===== config.mk =====
export PLATFORM = sky130hd
export DESIGN_NAME = fetch_unit
export DESIGN_NICKNAME = d
export VERILOG_FILES = /design/src/rtl/riscv_pkg.sv /design/src/rtl/fetch_fifo.sv /design/src/rtl/fetch_unit.sv
export SDC_FILE = /design/constraint.sdc
export NUM_CORES = 1
export LEC_CHECK = 0
export CORE_AREA = 2 2 158 160
export DETAILED_ROUTE_END_ITERATION = 7
export DIE_AREA = 0 0 160 162
export GPL_ROUTABILITY_DRIVEN = 0
export PLACE_DENSITY = 0.66
export SLEW_MARGIN = 20
export SYNTH_ARGS = -nofsm -noshare
export SYNTH_HDL_FRONTEND = slang
export SYNTH_SLANG_ARGS = --single-unit

===== constraint.sdc =====
create_clock -name clk -period 4.8 [get_ports clk]
set_clock_uncertainty 0.1 [all_clocks]
set_input_delay 0.72 -clock clk [delete_from_list [all_inputs] [get_ports clk]]
set_output_delay 0.72 -clock clk [all_outputs]
set_load 0.03 [all_outputs]

===== src/rtl/riscv_pkg.sv =====
// riscv_pkg: opcode constants, fetch entry record and fetch FSM states.
package riscv_pkg;
  localparam logic [6:0] OP_LUI    = 7'b0110111;
  localparam logic [6:0] OP_AUIPC  = 7'b0010111;
  localparam logic [6:0] OP_JAL    = 7'b1101111;
  localparam logic [6:0] OP_JALR   = 7'b1100111;
  localparam logic [6:0] OP_BRANCH = 7'b1100011;
  localparam logic [6:0] OP_LOAD   = 7'b0000011;
  localparam logic [6:0] OP_STORE  = 7'b0100011;
  localparam logic [6:0] OP_IMM    = 7'b0010011;
  localparam logic [6:0] OP_REG    = 7'b0110011;
  localparam logic [31:0] INSTR_NOP = 32'h00000013;
  typedef struct packed {
    logic [31:0] instr;
    logic [31:0] pc;
  } fetch_entry_t;
  typedef enum logic [1:0] {BOOT, RUN, FLUSH} fetch_state_e;
endpackage


===== src/rtl/fetch_fifo.sv =====
// fetch_fifo: synchronous FIFO with push/pop/flush and occupancy count.
module fetch_fifo #(
  parameter int WIDTH = 8,
  parameter int DEPTH = 2
) (
  input  logic                   clk,
  input  logic                   rst,
  input  logic                   push_i,
  input  logic                   pop_i,
  input  logic                   flush_i,
  input  logic [WIDTH-1:0]       data_i,
  output logic [WIDTH-1:0]       data_o,
  output logic [$clog2(DEPTH):0] count_o
);
  localparam int PW = $clog2(DEPTH);
  logic [WIDTH-1:0] mem_q [DEPTH];
  logic [PW-1:0] wr_q, rd_q;
  logic [PW:0] cnt_q;
  logic do_pop;
  assign do_pop = pop_i & (cnt_q != '0);
  always_ff @(posedge clk or posedge rst) begin
    if (rst) begin
      wr_q  <= '0;
      rd_q  <= '0;
      cnt_q <= '0;
    end else if (flush_i) begin
      wr_q  <= '0;
      rd_q  <= '0;
      cnt_q <= '0;
    end else begin
      wr_q  <= wr_q + PW'(push_i);
      rd_q  <= rd_q + PW'(do_pop);
      cnt_q <= cnt_q + (PW+1)'(push_i) - (PW+1)'(do_pop);
    end
  end
  always_ff @(posedge clk)
    if (push_i && !flush_i) mem_q[wr_q] <= data_i;
  assign data_o  = mem_q[rd_q];
  assign count_o = cnt_q;
endmodule


===== src/rtl/fetch_unit.sv =====
// fetch_unit: PC owner and imem request issuer; buffers in-order responses for decode
// and drops responses made stale by a redirect.
module fetch_unit
  import riscv_pkg::*;
#(
  parameter int                       ADDRESS_WIDTH = 32,
  parameter int                       DATA_WIDTH    = 32,
  parameter logic [ADDRESS_WIDTH-1:0] RESET_PC      = '0,
  parameter int                       FIFO_DEPTH    = 2
) (
  input  logic                     clk,
  input  logic                     rst,
  output logic                     imem_req_valid,
  input  logic                     imem_req_ready,
  output logic [ADDRESS_WIDTH-1:0] imem_req_addr,
  input  logic                     imem_rsp_valid,
  input  logic [DATA_WIDTH-1:0]    imem_rsp_data,
  input  logic                     redirect,
  input  logic [ADDRESS_WIDTH-1:0] redirect_target,
  output logic                     dec_valid,
  input  logic                     dec_ready,
  output logic [DATA_WIDTH-1:0]    dec_instr,
  output logic [ADDRESS_WIDTH-1:0] dec_pc,
  output logic [6:0]               dec_op,
  output logic [2:0]               dec_funct3,
  output logic                     dec_funct7
);
  localparam int AW = ADDRESS_WIDTH;
  localparam int DW = DATA_WIDTH;
  localparam int CW = $clog2(FIFO_DEPTH) + 1;
  fetch_state_e state_q, state_d;
  logic [AW-1:0] pc_q, pc_d, tag_head;
  logic [CW-1:0] stale_q, stale_d, tag_cnt, buf_cnt, outstanding, budget;
  logic [DW+AW-1:0] head;
  logic accept, rsp_live, pop;
  // every in-flight request is either tagged (live) or counted as stale
  assign outstanding = tag_cnt + stale_q;
  assign dec_valid   = buf_cnt != '0;
  assign pop         = dec_valid & dec_ready & !redirect;
  assign accept      = imem_req_valid & imem_req_ready;
  assign rsp_live    = imem_rsp_valid & (stale_q == '0) & !redirect;
  // a slot freed by this cycle's pop can be refilled, sustaining one instruction per cycle
  assign budget      = outstanding + buf_cnt - CW'(pop);
  always_ff @(posedge clk or posedge rst)
    if (rst) state_q <= BOOT;
    else state_q <= state_d;
  always_comb state_d = (state_q == BOOT) ? RUN : (stale_d != '0) ? FLUSH : RUN;
  always_comb begin
    imem_req_valid = (state_q != BOOT) & !redirect & (budget < CW'(FIFO_DEPTH));
    imem_req_addr  = pc_q;
  end
  always_comb begin
    pc_d    = redirect ? (redirect_target & ~AW'(3)) : accept ? pc_q + AW'(4) : pc_q;
    stale_d = redirect ? outstanding - CW'(imem_rsp_valid)
            : (imem_rsp_valid && stale_q != '0) ? stale_q - CW'(1) : stale_q;
  end
  always_ff @(posedge clk or posedge rst) begin
    if (rst) begin
      pc_q    <= RESET_PC;
      stale_q <= '0;
    end else begin
      pc_q    <= pc_d;
      stale_q <= stale_d;
    end
  end
  fetch_fifo #(.WIDTH(AW), .DEPTH(FIFO_DEPTH)) u_tags (
    .clk(clk), .rst(rst), .push_i(accept), .pop_i(rsp_live), .flush_i(redirect),
    .data_i(pc_q), .data_o(tag_head), .count_o(tag_cnt)
  );
  fetch_fifo #(.WIDTH(DW+AW), .DEPTH(FIFO_DEPTH)) u_buf (
    .clk(clk), .rst(rst), .push_i(rsp_live), .pop_i(pop), .flush_i(redirect),
    .data_i({imem_rsp_data, tag_head}), .data_o(head), .count_o(buf_cnt)
  );
  always_comb begin
    dec_instr  = dec_valid ? head[AW+:DW] : '0;
    dec_pc     = dec_valid ? head[AW-1:0] : '0;
    dec_op     = dec_instr[6:0];
    dec_funct3 = dec_instr[14:12];
    dec_funct7 = dec_instr[30];
  end
endmodule

* After elaboration in Yosys (flattened, before gate mapping)
Memories as Yosys holds them, arrays and structs flattened. Index checks and enable logic that the tools add are counted.
Word-level totals: register bits after elaboration 44, latch bits 0, memory bits (writable) 192, memory bits (read-only) 0, input bits 70, output and inout bits 109, word-level logic and storage cells 65, memories kept 2
Operators by class: add/sub/neg operators 14, multipliers 0, div/mod/pow operators 0, order comparisons 1, equality and inequality tests 0, shift-type cells 0, multiplexer cells 18, bitwise logic cells 9, reductions and logical operators 12
Memory list:
- u_buf.mem_q | depth 2, bits a word 64, read ports 1, clocked after memory_dff 0, write ports 1, line fetch_fifo.sv:16 | logic [WIDTH-1:0] mem_q [DEPTH];
- u_tags.mem_q | depth 2, bits a word 32, read ports 1, clocked after memory_dff 0, write ports 1, line fetch_fifo.sv:16
Operators with widths (number):
- 2-to-1 mux 32 bit | 4
- adder 32 x 3 -> 32 bit (second input constant) | 1
- 2-to-1 mux 2 bit | 6
- nonzero test 2 bit | 6
- AND 1 bit | 9
- 2-to-1 mux 1 bit | 8
- subtractor 2 x 1 -> 2 bit | 4
- adder 1 bit | 4
- adder 2 x 1 -> 2 bit | 2
- adder 2 bit | 2
- zero test 2 bit | 2
- logical AND 1 bit | 3
- < comparator 2 bit (second input constant) | 1
- subtractor 2 x 1 -> 2 bit (second input constant) | 1
- zero test 1 bit | 1

* Longest topological paths before layout
word-level depth 10, mapped depth 13, gate-level depth less buffers 13

* Cells and area by module
A second synthesis with hierarchy kept.
Unflattened totals: cell total of the unflattened synthesis 665, area, all modules 10141.0 µm²
Modules (own cells, without submodules):
- fetch_fifo at u_buf | instances 1, cells each 219, area an instance 4857.2 µm², seq. area each 3943.8 µm²
- fetch_unit | instances 1, cells each 326, area an instance 2718.9 µm², seq. area each 850.8 µm²
- fetch_fifo at u_tags | instances 1, cells each 120, area an instance 2565.0 µm², seq. area each 2021.9 µm²

* Worst setup path after synthesis
OpenSTA, ideal clock, no wires.
path kind input to register, start input port redirect, end memory u_tags.mem_q[0][10] (netlist bit) (enable), library setup time 0.417 ns, arrival 3.845 ns, required time 4.283 ns, setup slack 0.438 ns, stages 10, buffers on the path 4, path through clkbuf_1 -> clkbuf_1 -> buf_1 -> nor2_1 -> ha_1 -> xnor2_1 -> xnor3_2 -> nand2_2 -> buf_2 -> nor2_1
On the way: word-level cells in the longest chain between the ends 9, elaborated cells on any way between the ends 10, classes of those cells add/sub: 1; order compare: 1; mux: 2; bitwise: 4; reduce/logical: 2
Ends and longest elaborated chain:
- start, declared | line fetch_unit.sv:18 | input logic redirect,
- zero test 1 bit (*) | line fetch_fifo.sv:37, fetch_unit.sv:39, fetch_unit.sv:49
- AND 1 bit | line fetch_unit.sv:39 | assign pop = dec_valid & dec_ready & !redirect;
- subtractor 2 x 1 -> 2 bit | line fetch_unit.sv:43 | assign budget = outstanding + buf_cnt - CW'(pop);
- < comparator 2 bit | line fetch_unit.sv:49 | imem_req_valid = (state_q != BOOT) & !redirect & (budget < CW'(FIFO_DEPTH));
- AND 1 bit | line fetch_unit.sv:49
- AND 1 bit | line fetch_unit.sv:40 | assign accept = imem_req_valid & imem_req_ready;
- logical AND 1 bit (*) | line fetch_fifo.sv:37 | if (push_i && !flush_i) mem_q[wr_q] <= data_i;
- 2-to-1 mux 1 bit (*) | line fetch_fifo.sv:37
- 2-to-1 mux 1 bit (implied by the code) (*) | line fetch_fifo.sv:37
- end, declared | line fetch_fifo.sv:16
Mark *: on every way between the ends. The rest lies on a longest branch, timed or not.

* Final worst setup path
start register u_buf.cnt_q[1] (netlist: u_buf.count_o[1]), end output port imem_req_valid
On the way: word-level cells in the longest chain between the ends 6, elaborated cells on any way between the ends 7, classes of those cells add/sub: 2; order compare: 1; bitwise: 3; reduce/logical: 1
Ends and longest elaborated chain:
- start, declared | line fetch_fifo.sv:18 | logic [PW:0] cnt_q;
- start signal, assigned | line fetch_fifo.sv:33 | cnt_q <= cnt_q + (PW+1)'(push_i) - (PW+1)'(do_pop);
- nonzero test 2 bit | line fetch_unit.sv:38 | assign dec_valid = buf_cnt != '0;
- AND 1 bit (2 in series) | line fetch_unit.sv:39
- subtractor 2 x 1 -> 2 bit (*) | line fetch_unit.sv:43
- < comparator 2 bit (*) | line fetch_unit.sv:49
- AND 1 bit (*) | line fetch_unit.sv:49
- end, declared | line fetch_unit.sv:13 | output logic imem_req_valid,
Marks and branches as above.

==> results.yml <==
routing:
  vias_per_cell: 4.99
  drtPass1Iterations: 5
  vias: 5822
  route.detailed.drc: 0
  avgRoutedWirePerCell_um: 17.5
  drtAntennaViolNets: 0
  dr.first_iter.drc_count: 298
  drt_wl_total_mm: 20.4
synth:
  postSynth.asyncResetShare: 0.186
  ys_seq_area_frac: 0.691
  synth_flop_cell: "edfxtp_1"
  synthCells: 655
  synth_edf_count: 184
  ys_seq_elements: 226
  yosys.area.top_type_share: 0.581
  synthTopCellsByCount: "edfxtp_1, nor2_1, mux2i_1"
  synth.avg_cell_area_um2: 14.5
  syn_area_mm2: 0.00951
  ys.warnings.count: 0
  ys_top_cells_by_area: "edfxtp_1, dfrtp_1, mux2i_1, mux2_2, nor2_1"
  synth_top_cell_by_area: "edfxtp_1"
  ys_types: 52
  yosysMostFrequentCell: "edfxtp_1"
cells_and_area:
  stdcell_count: 1167
  diodes: 0
  syn_to_final_growth_pct: 30.4
  fin_nets: 904
  fin_area_mm2: 0.0124
  drive_gt1_frac: 0.119
cts:
  ctsResizeCount: 0
  clkTransAtPathRegs_ns: 0.06
  clk_latency_ns: 0.51
  cts_tree: "yes"
  cts.sinks: 226
  htree_levels: 1
  post_cts_buffers: 0
  cts-root-buf: "clkbuf_16"
  cts.path.max_buffers: 3
  postCtsHoldBufs: 0
  cts_made_buffers: 25
timing:
  rsz0062_at_grt: "no"
  hold_violations: 0
  setup_tns_ns: 0
  drv_slew: 0
  finalCriticalPeriod_ns: 3.73
  relSlewSlack: 0.383
  tightest_slew_ns: 0.925
  setup_viol: 0
  hold_slack_ns: 0.418
  period_share: 0.776
  clock.fmax_ghz: 0.268
placement:
  place_area_mm2: 0.0116
  port_buffers: 172
  place_inst: 1122
  dp_hpwl_mm: 13.2
worst_hold_path:
  min_path_cells: 1
  min_from: "state_q[0]"
  hold_path_class: "reg2reg"
  hold_path_end: "state_q[0]"
floorplan:
  die_y_um: 162
  pin_count: 179
  die_area_mm2: 0.0259
  die_w_um: 160
  fp-row-count: 57
  coreArea_mm2: 0.0241
  initial_core_util: 0.395
power_and_ir_drop:
  peakVddDrop_mv: 0.287
  p_per_area_mw_per_mm2: 511
  p_leak_uw: 0.00425
  total_power_uw: 6340
grt:
  grt_pass1_vias: 5743
  gr-usage-all-layers: 0.154
  antenna_found_initial: 0
  grt_overflow: 0
  grt_pass1_wl_mm: 31.5
  grt_max_degree: 63
critical_path:
  rrSetupSlack_ns: 1.53
  critPathTopFamily: "buffers and inverters"
  crit_buf_inv: 2
  crit_path_end_kind: "output pin"
  crit_path_max_incr_delay_ns: 0.71
  crit_chain: "nor2_4 -> inv_1 -> nand2_1 -> nor2_1 -> ha_1 -> xnor2_1 -> xnor3_2 -> nor3b_1 -> clkdlybuf4s50_1"
  cp.required_ns: 3.98
  reg2reg_to: "u_tags.mem_q[0][20]"
  critPathArrivalTime_ns: 2.91
  r2r_cells: 11
  start_kind: "flop"
  crit_slowest_cell: "clkdlybuf4s50_1"
  reg2reg_from: "u_buf.count_o[1]"
  critPathMaxFanout: 3
  critical_path_class: "reg2out"
flow_run:
  max_cap_viol_count: 0
status:
  outcome: "complete, no violations"
==> cell type report <==
type / count / area (um2)
inverter: 14 / 53.8
clock buffer: 33 / 696
clock inverter: 12 / 145
tap: 324 / 405
timing repair buffer: 183 / 1840
multi-input combinational: 375 / 2690
fill: 2082 / 11700
sequential: 226 / 6580
==> kinds of logic after synthesis <==
family | share of synthesized area
other | 0.000394
adder cells (fa/ha/maj) | 0.0118
XOR/XNOR | 0.0297
AO/OA/AOI/OAI | 0.0320
AND/OR/NAND/NOR | 0.0998
multiplexers | 0.105
buffers and inverters | 0.0299
flip-flops | 0.691
==> power breakdown <==
| part | switching, uW | internal (uW) |
|---|---|---|
| clock | 737 | 1180 |
| combinational | 1060 | 743 |
| sequential | 194 | 2420 |
| total | 1990 | 4350 |
==> routing by layer <==
layer | GRT usage | vias to the layer above | share of wire
met5 | 0 | - | 0
met4 | 0.0422 | 0 | 0.019
met3 | 0.0281 | 33 | 0.059
met2 | 0.270 | 189 | 0.49
met1 | 0.198 | 2864 | 0.43
li1 | - | 2736 | -
==> how the worst max path moves through the flow <==
stage / slack, ns / start / depth (start not counted) / end
CTS: 1.03 / u_buf.count_o[1] / 9 / imem_req_valid
finish: 1.07 / u_buf.count_o[1] / 9 / imem_req_valid
detailed placement: 1.04 / dec_ready / 10 / u_tags.mem_q[0][15]
global route: 0.89 / u_buf.count_o[1] / 9 / imem_req_valid
floorplan: 0.44 / redirect / 10 / u_tags.mem_q[0][10]
global placement: 1.05 / dec_ready / 10 / u_tags.mem_q[0][19]
==> worst reg2reg max path: stages, from the launching register on <==
cell,delay [ns]
dfrtp_1,0.44
nor2_4,0.15
inv_1,0.06
nand2_1,0.12
nor2_1,0.06
ha_1,0.20
xnor2_1,0.13
xnor3_2,0.32
buf_4,0.25
nand2_2,0.30
nor2_4,0.62
buf_12,0.23
==> stage by stage <==
step / utilization / worst slack, ns
finish: 0.515 / 1.07
global placement: 0.480 / 1.05
detailed placement: 0.480 / 1.04
global route: 0.515 / 0.892
floorplan: - / 0.438
CTS: 0.515 / 1.03
==> registers in the layout, indices dropped and copies added (netlist names) <==
signal	flops
imem_req_addr	30
stale_q	2
state_q	2
u_buf.count_o	2
u_buf.mem_q	124
u_buf.rd_q	1
u_buf.wr_q	1
u_tags.count_o	2
u_tags.mem_q	60
u_tags.rd_q	1
u_tags.wr_q	1
==> layout by cell type, fill, tap and decap left out, types with 7 or more instances in the layout <==
master	n
edfxtp_1	184
clkdlybuf4s50_1	171
nor2_1	80
mux2i_1	64
dfrtp_1	41
mux2_2	32
nand2_1	29
clkbuf_16	25
nand3_1	18
xor2_1	17
nor2b_1	14
nand4_1	13
inv_1	12
o21ai_1	11
xnor2_1	10
ha_1	9
buf_4	8
and3_1	7
a21oi_1	7
No activity file was read; power rests on OpenSTA's default activity.
